==> config.mk <==
export PLATFORM = sky130hd
export DESIGN_NAME = datapath_gen
export DESIGN_NICKNAME = d
export VERILOG_FILES = /design/src/rtl/datapath_pkg.sv /design/src/rtl/mul_div_seq.sv /design/src/rtl/datapath_gen.sv
export SDC_FILE = /design/constraint.sdc
export NUM_CORES = 2
export LEC_CHECK = 0
export ABC_CLOCK_PERIOD_IN_PS = 20200
export CAP_MARGIN = 20
export CORE_AREA = 2 2 349 351
export DETAILED_ROUTE_END_ITERATION = 12
export DIE_AREA = 0 0 351 353
export PLACE_DENSITY = 0.7
export SYNTH_ARGS = -nofsm -noshare
export SYNTH_HDL_FRONTEND = slang
export SYNTH_SLANG_ARGS = --single-unit
==> constraint.sdc <==
create_clock -name clk -period 20.2 [get_ports clk]
set_input_delay 4.04 -clock clk [delete_from_list [all_inputs] [get_ports clk]]
set_output_delay 4.04 -clock clk [all_outputs]
set_load 0.02 [all_outputs]
==> src/rtl/datapath_pkg.sv <==
// Shared encodings for the parametrised single-bus datapath.
package datapath_pkg;

    // ALU operation select; codes 13..15 are unassigned and produce zero.
    typedef enum logic [3:0] {
        AluAdd  = 4'd0,
        AluSub  = 4'd1,
        AluAnd  = 4'd2,
        AluOr   = 4'd3,
        AluNot  = 4'd4,
        AluNeg  = 4'd5,
        AluShr  = 4'd6,
        AluShra = 4'd7,
        AluShl  = 4'd8,
        AluRor  = 4'd9,
        AluRol  = 4'd10,
        AluMul  = 4'd11,
        AluDiv  = 4'd12
    } alu_op_e;

    // Multiply/divide sequencer states.
    typedef enum logic [1:0] {
        StIdle,
        StRun,
        StDone
    } seq_state_e;

    // Bus sources after the general registers, listed in falling priority.
    localparam int unsigned SrcHi       = 0;
    localparam int unsigned SrcLo       = 1;
    localparam int unsigned SrcZhi      = 2;
    localparam int unsigned SrcZlo      = 3;
    localparam int unsigned SrcPc       = 4;
    localparam int unsigned SrcMdr      = 5;
    localparam int unsigned SrcC        = 6;
    localparam int unsigned NumFixedSrc = 7;

    // True for the ops handled by the multi-cycle sequencer.
    function automatic logic is_seq_op(input logic [3:0] op);
        return (op == AluMul) || (op == AluDiv);
    endfunction

endpackage

==> src/rtl/mul_div_seq.sv <==
// Multi-cycle signed multiply / divide sequencer: one shift-add or
// restoring-subtract step per cycle on operand magnitudes, sign fix-up at the end.
module mul_div_seq
    import datapath_pkg::*;
#(
    parameter int unsigned WIDTH = 32
) (
    input  logic             clk,
    input  logic             clr,
    input  logic             start,
    input  logic [3:0]       op,
    input  logic [WIDTH-1:0] opa,
    input  logic [WIDTH-1:0] opb,
    output logic             busy,
    output logic             done,
    output logic             div0,
    output logic             idle,
    output logic             accept,
    output logic             res_valid,
    output logic [WIDTH-1:0] res_hi,
    output logic [WIDTH-1:0] res_lo
);

    localparam int unsigned CntW = $clog2(WIDTH);

    seq_state_e         state_q, state_d;
    logic [CntW-1:0]    cnt_q, cnt_d;
    logic [2*WIDTH-1:0] p_q, p_d;
    logic               div0_q, div0_d;
    logic               is_div_q, a_neg_q, b_neg_q, b_zero_q;
    logic [WIDTH-1:0]   b_mag_q;

    logic [WIDTH-1:0]   a_mag, b_mag;
    logic [WIDTH:0]     mul_sum, div_shift, div_diff;
    logic [2*WIDTH-1:0] mul_next, div_next, step, prod_fix;
    logic [WIDTH-1:0]   quo_fix, rem_fix;

    // Magnitudes of the incoming operands; -2^(WIDTH-1) maps to itself, still correct unsigned.
    assign a_mag  = opa[WIDTH-1] ? -opa : opa;
    assign b_mag  = opb[WIDTH-1] ? -opb : opb;
    assign accept = start && (state_q == StIdle) && is_seq_op(op);
    assign busy   = (state_q == StRun);
    assign done   = (state_q == StDone);
    assign idle   = (state_q == StIdle);
    assign div0   = div0_q;

    // One iteration: p holds {accumulator, multiplier} or {remainder, dividend/quotient}.
    always_comb begin
        mul_sum   = {1'b0, p_q[2*WIDTH-1:WIDTH]} + (p_q[0] ? {1'b0, b_mag_q} : '0);
        mul_next  = {mul_sum, p_q[WIDTH-1:1]};
        div_shift = {p_q[2*WIDTH-1:WIDTH], p_q[WIDTH-1]};
        div_diff  = div_shift - {1'b0, b_mag_q};
        // Remainder stays below the divisor, so the top shifted bit is always zero.
        if (div_diff[WIDTH]) begin
            div_next = {div_shift[WIDTH-1:0], p_q[WIDTH-2:0], 1'b0};
        end else begin
            div_next = {div_diff[WIDTH-1:0], p_q[WIDTH-2:0], 1'b1};
        end
        step = is_div_q ? div_next : mul_next;
    end

    // Sign correction applied to the final step's value.
    always_comb begin
        prod_fix = (a_neg_q ^ b_neg_q) ? -step : step;
        rem_fix  = a_neg_q ? -step[2*WIDTH-1:WIDTH] : step[2*WIDTH-1:WIDTH];
        // With a zero divisor every trial succeeds, so the remainder is already the dividend.
        if (b_zero_q) begin
            quo_fix = '1;
        end else begin
            quo_fix = (a_neg_q ^ b_neg_q) ? -step[WIDTH-1:0] : step[WIDTH-1:0];
        end
        res_hi = is_div_q ? rem_fix : prod_fix[2*WIDTH-1:WIDTH];
        res_lo = is_div_q ? quo_fix : prod_fix[WIDTH-1:0];
    end

    // FSM next-state, iteration counter and working register.
    always_comb begin
        state_d   = state_q;
        cnt_d     = cnt_q;
        p_d       = p_q;
        div0_d    = div0_q;
        res_valid = 1'b0;
        unique case (state_q)
            StIdle: begin
                if (accept) begin
                    state_d = StRun;
                    cnt_d   = '0;
                    p_d     = {{WIDTH{1'b0}}, a_mag};
                    div0_d  = 1'b0;
                end
            end
            StRun: begin
                p_d   = step;
                cnt_d = cnt_q + CntW'(1);
                if (cnt_q == CntW'(WIDTH - 1)) begin
                    state_d   = StDone;
                    res_valid = 1'b1;
                    div0_d    = is_div_q && b_zero_q;
                end
            end
            StDone: state_d = StIdle;
            default: state_d = StIdle;
        endcase
    end

    // FSM state, counter and working register.
    always_ff @(posedge clk or negedge clr) begin
        if (!clr) begin
            state_q <= StIdle;
            cnt_q   <= '0;
            p_q     <= '0;
            div0_q  <= 1'b0;
        end else begin
            state_q <= state_d;
            cnt_q   <= cnt_d;
            p_q     <= p_d;
            div0_q  <= div0_d;
        end
    end

    // Operand signs, divisor magnitude and op kind captured only at launch.
    always_ff @(posedge clk or negedge clr) begin
        if (!clr) begin
            is_div_q <= 1'b0;
            a_neg_q  <= 1'b0;
            b_neg_q  <= 1'b0;
            b_zero_q <= 1'b0;
            b_mag_q  <= '0;
        end else if (accept) begin
            is_div_q <= (op == AluDiv);
            a_neg_q  <= opa[WIDTH-1];
            b_neg_q  <= opb[WIDTH-1];
            b_zero_q <= (opb == '0);
            b_mag_q  <= b_mag;
        end
    end

endmodule

==> src/rtl/datapath_gen.sv <==
// Single-bus CPU datapath: register file, HI/LO/PC/MDR/Y/Z, ALU and mul/div sequencer.
module datapath_gen
    import datapath_pkg::*;
#(
    parameter int unsigned WIDTH = 32,
    parameter int unsigned NREGS = 16
) (
    input  logic                   clk,
    input  logic                   clr,
    input  logic [WIDTH-1:0]       mdatain,
    input  logic                   readMDR,
    input  logic [NREGS-1:0]       reg_in,
    input  logic [NREGS-1:0]       reg_out,
    input  logic                   HIin,
    input  logic                   LOin,
    input  logic                   PCin,
    input  logic                   MDRin,
    input  logic                   Yin,
    input  logic                   Zin,
    input  logic                   HIout,
    input  logic                   LOout,
    input  logic                   PCout,
    input  logic                   MDRout,
    input  logic                   ZHIout,
    input  logic                   ZLOout,
    input  logic                   Cout,
    input  logic [WIDTH-1:0]       csign,
    input  logic [3:0]             alu_op,
    input  logic                   start,
    output logic                   busy,
    output logic                   done,
    output logic                   div0,
    output logic [WIDTH-1:0]       bus_out,
    output logic [NREGS*WIDTH-1:0] r_flat,
    output logic [WIDTH-1:0]       HI,
    output logic [WIDTH-1:0]       LO,
    output logic [WIDTH-1:0]       PC,
    output logic [WIDTH-1:0]       MDR,
    output logic [WIDTH-1:0]       RY,
    output logic [WIDTH-1:0]       ZHI,
    output logic [WIDTH-1:0]       ZLO
);

    localparam int unsigned ShW    = $clog2(WIDTH);
    localparam int unsigned NumSrc = NREGS + NumFixedSrc;

    logic [WIDTH-1:0]   r_q [NREGS];
    logic [WIDTH-1:0]   hi_q, lo_q, pc_q, mdr_q, y_q, zhi_q, zlo_q;
    logic [WIDTH-1:0]   bus;
    logic [NumSrc-1:0]  src_sel;
    logic [WIDTH-1:0]   src_val [NumSrc];
    logic [ShW-1:0]     shamt;
    logic [2*WIDTH-1:0] ror_t, rol_t;
    logic [WIDTH-1:0]   alu_res;
    logic               seq_idle, seq_accept, seq_valid;
    logic [WIDTH-1:0]   seq_hi, seq_lo;
    logic               zin_ok;

    // Gather bus requests and candidate values; index order is priority order.
    always_comb begin
        src_sel = '0;
        for (int i = 0; i < NumSrc; i++) begin
            src_val[i] = '0;
        end
        for (int i = 0; i < NREGS; i++) begin
            src_sel[i] = reg_out[i];
            src_val[i] = r_q[i];
        end
        src_sel[NREGS+SrcHi]  = HIout;
        src_val[NREGS+SrcHi]  = hi_q;
        src_sel[NREGS+SrcLo]  = LOout;
        src_val[NREGS+SrcLo]  = lo_q;
        src_sel[NREGS+SrcZhi] = ZHIout;
        src_val[NREGS+SrcZhi] = zhi_q;
        src_sel[NREGS+SrcZlo] = ZLOout;
        src_val[NREGS+SrcZlo] = zlo_q;
        src_sel[NREGS+SrcPc]  = PCout;
        src_val[NREGS+SrcPc]  = pc_q;
        src_sel[NREGS+SrcMdr] = MDRout;
        src_val[NREGS+SrcMdr] = mdr_q;
        src_sel[NREGS+SrcC]   = Cout;
        src_val[NREGS+SrcC]   = csign;
    end

    // Priority bus mux: scan from lowest priority so the highest active source wins.
    always_comb begin
        bus = '0;
        for (int i = int'(NumSrc) - 1; i >= 0; i--) begin
            if (src_sel[i]) begin
                bus = src_val[i];
            end
        end
    end

    assign shamt = bus[ShW-1:0];
    assign ror_t = {y_q, y_q} >> shamt;
    assign rol_t = {y_q, y_q} << shamt;

    // Single-cycle ALU; Y is the left operand, the bus the right operand.
    always_comb begin
        alu_res = '0;
        case (alu_op)
            AluAdd:  alu_res = y_q + bus;
            AluSub:  alu_res = y_q - bus;
            AluAnd:  alu_res = y_q & bus;
            AluOr:   alu_res = y_q | bus;
            AluNot:  alu_res = ~bus;
            AluNeg:  alu_res = -bus;
            AluShr:  alu_res = y_q >> shamt;
            AluShra: alu_res = $signed(y_q) >>> shamt;
            AluShl:  alu_res = y_q << shamt;
            AluRor:  alu_res = ror_t[WIDTH-1:0];
            AluRol:  alu_res = rol_t[2*WIDTH-1:WIDTH];
            default: alu_res = '0;
        endcase
    end

    mul_div_seq #(
        .WIDTH (WIDTH)
    ) u_seq (
        .clk       (clk),
        .clr       (clr),
        .start     (start),
        .op        (alu_op),
        .opa       (y_q),
        .opb       (bus),
        .busy      (busy),
        .done      (done),
        .div0      (div0),
        .idle      (seq_idle),
        .accept    (seq_accept),
        .res_valid (seq_valid),
        .res_hi    (seq_hi),
        .res_lo    (seq_lo)
    );

    // The sequencer owns Z outside IDLE, and a launching start beats Zin.
    assign zin_ok = Zin && seq_idle && !seq_accept;

    // General register file.
    always_ff @(posedge clk or negedge clr) begin
        if (!clr) begin
            for (int i = 0; i < NREGS; i++) begin
                r_q[i] <= '0;
            end
        end else begin
            for (int i = 0; i < NREGS; i++) begin
                if (reg_in[i]) begin
                    r_q[i] <= bus;
                end
            end
        end
    end

    // Special registers loaded from the bus (MDR optionally from memory).
    always_ff @(posedge clk or negedge clr) begin
        if (!clr) begin
            hi_q  <= '0;
            lo_q  <= '0;
            pc_q  <= '0;
            mdr_q <= '0;
            y_q   <= '0;
        end else begin
            if (HIin)  hi_q  <= bus;
            if (LOin)  lo_q  <= bus;
            if (PCin)  pc_q  <= bus;
            if (MDRin) mdr_q <= readMDR ? mdatain : bus;
            if (Yin)   y_q   <= bus;
        end
    end

    // Z pair: sequencer result has precedence, otherwise single-cycle ALU result.
    always_ff @(posedge clk or negedge clr) begin
        if (!clr) begin
            zhi_q <= '0;
            zlo_q <= '0;
        end else if (seq_valid) begin
            zhi_q <= seq_hi;
            zlo_q <= seq_lo;
        end else if (zin_ok) begin
            zhi_q <= '0;
            zlo_q <= alu_res;
        end
    end

    // Flatten the register file, R0 in the least significant slice.
    always_comb begin
        r_flat = '0;
        for (int i = 0; i < NREGS; i++) begin
            r_flat[i*WIDTH +: WIDTH] = r_q[i];
        end
    end

    assign bus_out = bus;
    assign HI      = hi_q;
    assign LO      = lo_q;
    assign PC      = pc_q;
    assign MDR     = mdr_q;
    assign RY      = y_q;
    assign ZHI     = zhi_q;
    assign ZLO     = zlo_q;

endmodule

==> results.md <==
* FFs w/ async S/R, synth at between 90% and 100%
* R2R Setup Slk at about 11000 ps
* Routed Antenna Nets at 0
* Origin of the critical flop-to-flop path: ZLO[4]
* Post-DP HPWL at 259.8 mm
* Pre-CTS setup slack at between 7000 and 8000 ps
* Longest Clk Path Bufs at 3
* Row count at 128
* Sw Ratio at 50.49%
* WP data required at around 16000 ps
* Seq cells post-synth at 844
* RSZ-0062 raised after global routing: no
* Top_reg_cell synth: dfrtp_1
* WHS Path Cells at 1
* Max Clock Freq at 75.91 MHz
* Routed vias/inst at just over 7
* PwrDens at 160.4 mW/mm^2
* Post-route cell area at 0.06859 sq mm
* Startpoint Class: input pin
* Root Driver: clkbuf_16
* Max H-tree Level at 3
* Area delta synth->final at 25.57%
* Crit-path max FO at 29
* Hold Slack at 495.5 ps
* Setup violators final at 0
* Crit. End Element: output pin
* Initial antenna violation count at 60
* Final critical-path share of the clock period at approximately two thirds
* Routability cong. at 1.087
* CP Class: in -> out
* Gr ovfl total at 0
* Post-CTS Hold Buffers at 0
* Area contributors post-synth: dfrtp_1 (39%), a21oi_1 (6.7%), mux2_2 (6.6%)
* Die Area at 0.1239 sq mm
* Die boundary width at 351 um
* Power, Total at 11.01 mW
* Post-cts sizing count at 0
* Worst-case reg-to-reg path depth at 26
* Max_cap viols at 0
* CTS Buf Count at 94
* Avg Cell Area, Syn at 8.631 sq um
* Wire length of the first global-routing pass at roughly 470 mm
* Port bufs at 887
* Sequential fraction of the synthesis area at 38.66%
* Yosys cell types at 109
* Leakage at 27.82 nW
* Vias post-DR at a little over 60000
* Layout Cells excl Fill at 8690
* 1st-pass router iterations at 7
* Dpl cells at 8476
* Rel. slew slack at between 1 and 1.5%
* Worst slew pin tran at approximately 1500 ps
* Sink Count at 844
* Clock Skews at 37.18 ps
* Vias in the first global route at 56734
* Final Critical Period at around 13000 ps
* EDFF count, synth at 0
* Final-stage net count at roughly 7000
* Synth warn at 0
* GRT Total Usage at 54.82%
* P_int at around 5.4 mW
* Core footprint at about 0.12 sq mm
* Initial core utilization at 45.30%
* Hold EP: u_seq.cnt_q[3]
* Clock transition at path regs at 60 ps
* Post-CTS Setup Inserts at 0
* Layout cells sized above 1 at a little under an eighth
* Maximum VDD drop at 0.1146 mV
* Worst EP arrival at 9130 ps
* Clock power frac at between 10% and 20%
* Yosys top cell area share at 38.66%
* Status: finished, final reports clean
* Post-synth top area cell: dfrtp_1
* WL per Instance at a little over 40 um
* Setup WS post-layout at 7027 ps
* Slew Limit Fails at 0
* Finished Core Util at 56.88%
* Crit Reg-Reg Endpoint: ZLO[29]
* Iter 0 DRT Violations at 10775
* Mapped Nets at 6554
* Mapped Area at roughly 0.055 sq mm
* Clk_lat worst skew at 750 ps
* Final WL at 349.9 mm
* Post-route setup TNS at 0 ps
* DIE HEIGHT at 353 um
* Flop pwr share at 27.1%
* Largest net degree at the start of global routing at 157
* Share of total power in combinational logic at between 50% and 60%
* NetSw at 5.557 mW
* # IOs at 888
* Final hold vios at 0
* Worst min path class: reg -> reg
* Hold_sp: u_seq.cnt_q[3]
* Cells after Synth at 6329
* Placed instance area at 0.06497 sq mm
* TritonCTS clock tree: yes
* # DRC at 0
==> critical path, cell delays in order <==
cell and delay [ps]:
clkdlybuf4s50_1 480, buf_4 340, nand2b_1 500, o22ai_1 300
a22o_1 320, a211oi_1 490, o221ai_1 430, a2111oi_0 800
nor2_4 60, buf_4 330, inv_1 250, clkdlybuf4s50_1 710
==> cell usage in the layout, fill, tap and decap left out, types with 19 or more instances in the layout <==
cell type	count
and3_1	20
a22oi_1	62
a21oi_1	728
a221oi_1	86
o2111ai_1	28
clkinv_2	23
nor3_1	100
or3_1	31
inv_1	137
nor2_1	750
buf_2	35
xnor2_1	141
o22ai_1	121
o31ai_1	44
nor4_1	27
o221ai_1	65
nor3b_1	20
a211oi_1	67
nor2b_1	52
nand2b_1	43
o211ai_1	51
and2_1	46
nand2_1	491
diode_2	31
buf_4	189
o21ai_0	400
nand4_1	34
clkdlybuf4s50_1	853
nand3_1	90
xor2_1	99
dfrtp_1	843
ha_1	105
nand3b_1	19
mux2i_1	220
mux2_2	318
clkbuf_16	96
a221o_1	45
o21a_1	53
a21o_1	40
a31oi_1	52
==> layer usage <==
layer / share of wire, % / GRT usage [%] / up-vias / wire [um]
met4: 11 / 45.29 / 48 / 37250
met1: 35 / 66.55 / 30111 / 121700
met2: 40 / 75.58 / 5626 / 139400
li1: - / - / 24343 / -
met3: 15 / 22.09 / 1548 / 51130
met5: 0.13 / 1.309 / - / 463
==> state kept, by name (all words and copies together) (netlist names), 2 cells and up <==
signal	count
u_seq.cnt_q	5
u_seq.p_q	64
ZHI	32
MDR	32
u_seq.b_mag_q	32
RY	32
LO	32
r_flat	512
PC	32
ZLO	32
u_seq.state_q	2
HI	32
==> cell usage after synthesis, types with 28 or more instances <==
library cell  number
a21oi_1          736
and2_1            46
ha_1             105
a22oi_1           62
o31ai_1           44
a21o_1            40
buf_1             64
o211ai_1          51
dfrtp_1          844
o21a_1            55
a221oi_1          86
xnor2_1          141
buf_2             60
inv_1            138
o21ai_0          401
nand4_1           34
clkbuf_1         427
nand3_1           90
a211oi_1          68
o221ai_1          65
mux2i_1          220
mux2_2           318
xor2_1            99
nor2b_1           53
a221o_1           45
nor3_1           104
nand2b_1          44
o2111ai_1         28
nor2_1           757
a31oi_1           54
or3_1             31
o22ai_1          123
nand2_1          491
==> power by group through the flow <==
stage	Sequential, mW	Combinational, mW	Clock (mW)
3_3_place_gp	2.92	5.74	0
6_report	2.98	6.06	1.97
2_1_floorplan	2.88	3.01	0
4_1_cts	2.89	5.82	1.94
5_1_grt	2.94	6.27	2.01
3_5_place_dp	2.91	5.79	0
==> kinds of logic after synthesis <==
kind of cell | after synthesis | share of synthesized area (%)
DFF | 844 | 38.66
buffers and inverters | 707 | 5.085
AOI/OAI and AO/OA | 2094 | 24.51
and+or+nand+nor | 1797 | 14.76
adders and majority gates | 108 | 2.515
xor gates and xnor gates | 240 | 3.848
muxes | 539 | 10.61
==> worst max path at each step <==
stage | startpoint | slack [ps] | depth (start not counted) | endpoint
2_1_floorplan | ZLOout | 9160 | 35 | ZLO[28]
3_3_place_gp | reg_out[10] | 7320 | 12 | bus_out[7]
6_report | reg_out[14] | 7030 | 12 | bus_out[7]
3_5_place_dp | reg_out[10] | 7280 | 12 | bus_out[7]
5_1_grt | reg_out[10] | 7150 | 10 | bus_out[2]
4_1_cts | reg_out[10] | 7260 | 12 | bus_out[7]
==> cell type report <==
| cell class | instances | area, sq um |
|---|---|---|
| clock buffer | 125 | 2661 |
| inverter | 148 | 556.8 |
| sequential | 844 | 21120 |
| antenna | 31 | 77.57 |
| clock inverter | 48 | 755.7 |
| timing repair buffer | 1091 | 10340 |
| fill | 10930 | 52000 |
| tap | 1625 | 2033 |
| multi-input combinational | 4778 | 31050 |
(Power assumes the default switching activity.)
